File: src/rtl/bulls_cows_fsm.sv
// Two-player Bulls & Cows game controller: secret entry, alternating scored guesses, win/draw.
// Optional BULLS_COWS_DISTINCT_CHECK_EN also rejects entries with a repeated digit.
module bulls_cows_fsm #(
    parameter int MAX_GUESSES = 15
) (
    input  logic        clock,
    input  logic        reset,
    input  logic        confirm,
    input  logic [15:0] switches,
    output logic [1:0]  phase,
    output logic        turn,
    output logic [2:0]  bulls,
    output logic [2:0]  cows,
    output logic        result_valid,
    output logic        error,
    output logic [1:0]  winner,
    output logic [3:0]  guess_count,
    output logic [2:0]  state_dbg
);

    typedef enum logic [2:0] {
        SEC1 = 3'd0,
        SEC2 = 3'd1,
        G1   = 3'd2,
        G2   = 3'd3,
        OVER = 3'd4
    } state_t;

    state_t      state, state_n;
    logic [15:0] s1, s1_n, s2, s2_n;
    logic [3:0]  cnt1, cnt1_n, cnt2, cnt2_n;
    logic        turn_n, rv_n, error_n;
    logic [2:0]  bulls_n, cows_n;
    logic [1:0]  winner_n;
    logic [15:0] opp_secret;
    logic [2:0]  sc_bulls, sc_cows;
    logic        entry_valid;

    function automatic logic entry_ok(input logic [15:0] v);
        logic ok;
        ok = 1'b1;
        for (int i = 0; i < 4; i++)
            if (v[4*i +: 4] > 4'd9) ok = 1'b0;
`ifdef BULLS_COWS_DISTINCT_CHECK_EN
        for (int i = 0; i < 4; i++)
            for (int j = i + 1; j < 4; j++)
                if (v[4*i +: 4] == v[4*j +: 4]) ok = 1'b0;
`endif
        return ok;
    endfunction

    // Cows are clamped so bulls+cows never exceeds 4 even if repeated digits were accepted.
    function automatic logic [5:0] score(input logic [15:0] g, input logic [15:0] s);
        logic [2:0] b;
        logic [3:0] c;
        logic [3:0] room;
        b = 3'd0;
        c = 4'd0;
        for (int i = 0; i < 4; i++) begin
            if (g[4*i +: 4] == s[4*i +: 4]) b = b + 3'd1;
            for (int j = 0; j < 4; j++)
                if (i != j && g[4*i +: 4] == s[4*j +: 4]) c = c + 4'd1;
        end
        room = 4'd4 - {1'b0, b};
        if (c > room) c = room;
        return {b, c[2:0]};
    endfunction

    assign entry_valid = entry_ok(switches);
    assign opp_secret  = (state == G2) ? s1 : s2;
    assign {sc_bulls, sc_cows} = score(switches, opp_secret);

    always_ff @(posedge clock) begin
        if (!reset) begin
            state        <= SEC1;
            s1           <= 16'd0;
            s2           <= 16'd0;
            cnt1         <= 4'd0;
            cnt2         <= 4'd0;
            turn         <= 1'b0;
            bulls        <= 3'd0;
            cows         <= 3'd0;
            result_valid <= 1'b0;
            error        <= 1'b0;
            winner       <= 2'b00;
        end else begin
            state        <= state_n;
            s1           <= s1_n;
            s2           <= s2_n;
            cnt1         <= cnt1_n;
            cnt2         <= cnt2_n;
            turn         <= turn_n;
            bulls        <= bulls_n;
            cows         <= cows_n;
            result_valid <= rv_n;
            error        <= error_n;
            winner       <= winner_n;
        end
    end

    always_comb begin
        state_n  = state;
        s1_n     = s1;
        s2_n     = s2;
        cnt1_n   = cnt1;
        cnt2_n   = cnt2;
        turn_n   = turn;
        bulls_n  = bulls;
        cows_n   = cows;
        rv_n     = 1'b0;
        error_n  = error;
        winner_n = winner;
        if (confirm) begin
            if (state == OVER) begin
                state_n  = SEC1;
                s1_n     = 16'd0;
                s2_n     = 16'd0;
                cnt1_n   = 4'd0;
                cnt2_n   = 4'd0;
                turn_n   = 1'b0;
                bulls_n  = 3'd0;
                cows_n   = 3'd0;
                error_n  = 1'b0;
                winner_n = 2'b00;
            end else if (!entry_valid) begin
                error_n = 1'b1;
            end else begin
                error_n = 1'b0;
                case (state)
                    SEC1: begin
                        s1_n    = switches;
                        state_n = SEC2;
                        turn_n  = 1'b1;
                    end
                    SEC2: begin
                        s2_n    = switches;
                        state_n = G1;
                        turn_n  = 1'b0;
                    end
                    G1: begin
                        bulls_n = sc_bulls;
                        cows_n  = sc_cows;
                        rv_n    = 1'b1;
                        cnt1_n  = cnt1 + 4'd1;
                        if (sc_bulls == 3'd4) begin
                            state_n  = OVER;
                            winner_n = 2'b01;
                        end else begin
                            state_n = G2;
                            turn_n  = 1'b1;
                        end
                    end
                    G2: begin
                        bulls_n = sc_bulls;
                        cows_n  = sc_cows;
                        rv_n    = 1'b1;
                        cnt2_n  = cnt2 + 4'd1;
                        // P1 is never ahead by more than one, so the draw is decided here only.
                        if (sc_bulls == 3'd4) begin
                            state_n  = OVER;
                            winner_n = 2'b10;
                        end else if (cnt2_n == 4'(MAX_GUESSES)) begin
                            state_n  = OVER;
                            winner_n = 2'b11;
                        end else begin
                            state_n = G1;
                            turn_n  = 1'b0;
                        end
                    end
                    default: state_n = SEC1;
                endcase
            end
        end
    end

    always_comb begin
        phase = 2'b00;
        case (state)
            G1, G2:  phase = 2'b01;
            OVER:    phase = 2'b10;
            default: phase = 2'b00;
        endcase
    end

    assign guess_count = turn ? cnt2 : cnt1;
    assign state_dbg   = state;

endmodule

File: config.mk
export PLATFORM = sky130hd
export DESIGN_NAME = bulls_cows_fsm
export DESIGN_NICKNAME = d
export VERILOG_FILES = /design/src/rtl/bulls_cows_fsm.sv
export SDC_FILE = /design/constraint.sdc
export NUM_CORES = 1
export LEC_CHECK = 0
export CAP_MARGIN = 0
export CORE_ASPECT_RATIO = 1.2
export CORE_MARGIN = 1
export CORE_UTILIZATION = 61
export CTS_BUF_LIST = sky130_fd_sc_hd__clkbuf_2 sky130_fd_sc_hd__clkbuf_4 sky130_fd_sc_hd__clkbuf_8
export CTS_CLUSTER_DIAMETER = 150
export CTS_CLUSTER_SIZE = 25
export DETAILED_ROUTE_END_ITERATION = 10
export GPL_ROUTABILITY_DRIVEN = 0
export GPL_TIMING_DRIVEN = 1
export PLACE_DENSITY = 0.83
export SLEW_MARGIN = 0
export SYNTH_ARGS = -nofsm -noshare
export SYNTH_HDL_FRONTEND = slang
export SYNTH_SLANG_ARGS = --single-unit
File: constraint.sdc
create_clock -name clock -period 13 [get_ports clock]
set_input_delay 3.25 -clock clock [delete_from_list [all_inputs] [get_ports clock]]
set_output_delay 3.25 -clock clock [all_outputs]
set_load 0.01 [all_outputs]
==> metrics <==
fin crit share 0.909; Core Box Area 7790 µm²; I/O pins 39; highest-delay cell along the critical path clkdlybuf4s50_1; initial antenna violation count 0; unrepaired setup endpoints after global routing false; Area growth, synth to finish 9.03%; syn_nets 633; Pint 251 µW; Max transition margin 0.278; CTS resizes 0; syn avg cell area 8.42 µm²; max_cap viols 0; P per Cell Area 67.1 nW/µm²; Final #Nets 643; Layout Skew 0.00639 ns; Cell Area, Synth 4970 µm²; Mapped Cells 591; mux cell area share after synthesis 0.0604; synth unique cells 72; root buffer cell clkbuf_8; Final min period 11.82 ns; Hold WC Path Type flip-flop to flip-flop; Worst Setup Slack, final 1.18 ns; R2R cell count 47; Longest Clk Path Bufs 2; dominant cell by count in the synthesized netlist xnor2_1; H-tree levels 2; critical path class primary input to flip-flop; combinational family with the most area after synthesis XOR/XNOR gates; reg-to-reg endpoint cows[2]; worst path required time 13.24 ns; WHS 0.476 ns; first-pass GRT wire length 20100 µm; fmax 0.0846 GHz; Reg power frac 0.469; Seq cells post-synth 54; Worst EP arrival 12.07 ns; Post-Route Setup TNS 0 ns; buffers added on ports 38; total congestion overflow 0; post-synthesis sequential area ratio 0.217; vias in the first global route 4214; Critical R2R Launch state_dbg[0]; initial core utilization 0.638; simple-gate share of the synthesized area 0.194; Critical Path Start Type primary input; Synth Warn # 0; Post-CTS Hold Fix Bufs 0; multi-input logic area 3610 µm²; Critical Path Max Stage Delay 0.62 ns; Synth Area in Adders 0.0579; Net Switching 113 µW; Worst-Margin Slew 1.07 ns; Final HPWL DP 9010 µm; hold path startpoint cows[2]; GRT Overall Usage 0.292; Synth Area in Compound Gates 0.185; post-synthesis xor/xnor area fraction 0.228; Post-CTS Setup Bufs 0; DIE AREA 8520 µm²; clock sink count 54; Synth area leader dfxtp_1; Comb pwr share 0.267; ant diodes 0; Max IR drop VDD 82.2 µV; vias per cell 6.32; Hold EP cows[2]; Crit Path Max Fanout 8; Crit. End Element flip-flop; Clk Latency, worst-skew pair 0.31 ns; initial DRC count 334; Post-synth EDFFs 0; pre-CTS WS 0.900 ns; most frequent CP cell ha_1; die width 84.4 µm; hold path cells 2; power share of the clock group 0.263; Synth async-reset ratio 0; drt drc 0; routed wire length 12100 µm; Routed WL per cell 17.5 µm; post-route ant nets 0; share of layout cells above drive strength 1 0.0582; Worst R2R Setup Slack 3.03 ns; commonest cells in the netlist 72 x xnor2_1, 54 x dfxtp_1, 54 x nand2_1; Reg area 1080 µm²; Final Hold Fails 0; largest net degree at the start of global routing 54; CTS tree done; top post-synthesis cells by area dfxtp_1 22%, xnor2_1 13%, ha_1 5.8%, xor2_1 4.9%, mux2i_1 4.2%; Slew Limit Fails 0; switching share of total power 0.309; # rows 35; die height 101 µm; Clock transition at path regs 0.10 ns; area share of the largest cell type after synthesis 0.217; First-pass DRT Iterations 4; cts bufs inserted 5; status complete, no violations; leak pwr 0.00194 µW; # fillers 657; Primary FF master, synth dfxtp_1; via count 4381; Setup-failing EPs final 0
cells by family (layout without fill, tap and decap cells):
family / Yosys count / count (layout)
fa+ha+maj: 23 / 23
flops: 54 / 54
mux: 28 / 28
buf+inv: 71 / 81
compound gates: 120 / 120
xor+xnor: 112 / 112
simple gates: 183 / 183
state kept, by name, summed over array words and instances (netlist names):
name	count
bulls	3
cnt1	4
cnt2	4
cows	3
error	1
result_valid	1
s1	16
s2	16
state_dbg	3
turn	1
winner	2
worst max path at each step:
| stage | start | endpoint | slack [ns] | depth (start not counted) |
|---|---|---|---|---|
| 2_1_floorplan | switches[1] | cows[2] | 2.15 | 45 |
| 3_3_place_gp | switches[1] | cows[2] | 1.41 | 45 |
| 3_5_place_dp | switches[1] | cows[2] | 0.90 | 45 |
| 4_1_cts | switches[1] | cows[2] | 1.23 | 45 |
| 5_1_grt | switches[1] | cows[2] | 0.45 | 45 |
| 6_report | switches[1] | cows[2] | 1.18 | 45 |
worst max-delay path: cells and delay by family:
family                   cells  cell delay, ns
AND/OR/NAND/NOR             13            1.73
adder cells (fa/ha/maj)     11            3.28
multiplexers                 1            0.28
XOR/XNOR                     2            0.55
buffers and inverters        6            1.01
AO/OA/AOI/OAI               12            1.98
layout make-up:
class,count,area share
Timing Repair Buffer,42,0.0757
Tap cell,92,0.0212
Clock buffer,6,0.0141
Multi-Input combinational cell,466,0.666
Sequential cell,54,0.199
Inverter,32,0.0222
Clock inverter,1,0.00138
power groups by stage:
stage                     Clock [µW]  Sequential [µW]  Combinational [µW]
after floorplan                    0              173                74.1
after global placement             0              174                91.1
after detailed placement           0              174                95.9
after CTS                       97.0              171                96.4
after global routing             103              171                 107
final                           95.8              171                97.1
metal layers:
layer  GRT usage  routed length (µm)  vias to the layer above
li1            -                   -                     2089
met3      0.0418                 627                       24
met5           0                   0                        -
met4       0.100                 277                        0
met2       0.539                6160                      148
met1       0.347                5040                     2120
cells in the final DEF, fill, tap and decap left out, types with 6 or more instances in the layout:
cell type,count
a21boi_0,22
a22oi_1,22
and2_1,12
clkdlybuf4s50_1,38
dfxtp_1,54
ha_1,23
inv_1,31
mux2_2,6
mux2i_1,21
nand2_1,54
nand2b_1,6
nand3_1,28
nand4_1,7
nor2_1,16
nor2b_1,32
nor4_1,9
o21ai_0,22
xnor2_1,72
xnor3_1,6
xor2_1,28
stage by stage:
stage               cell area [µm²]  total power, µW  std cells  utilization
finish                         5420              364        693        0.696
global route                   5420              381        693        0.696
CTS                            5420              364        693        0.696
detailed placement             5340              270        686        0.685
global placement               5340              265        686        0.685
floorplan                      4970              247        591            -
No activity file was read; power rests on OpenSTA's default activity.
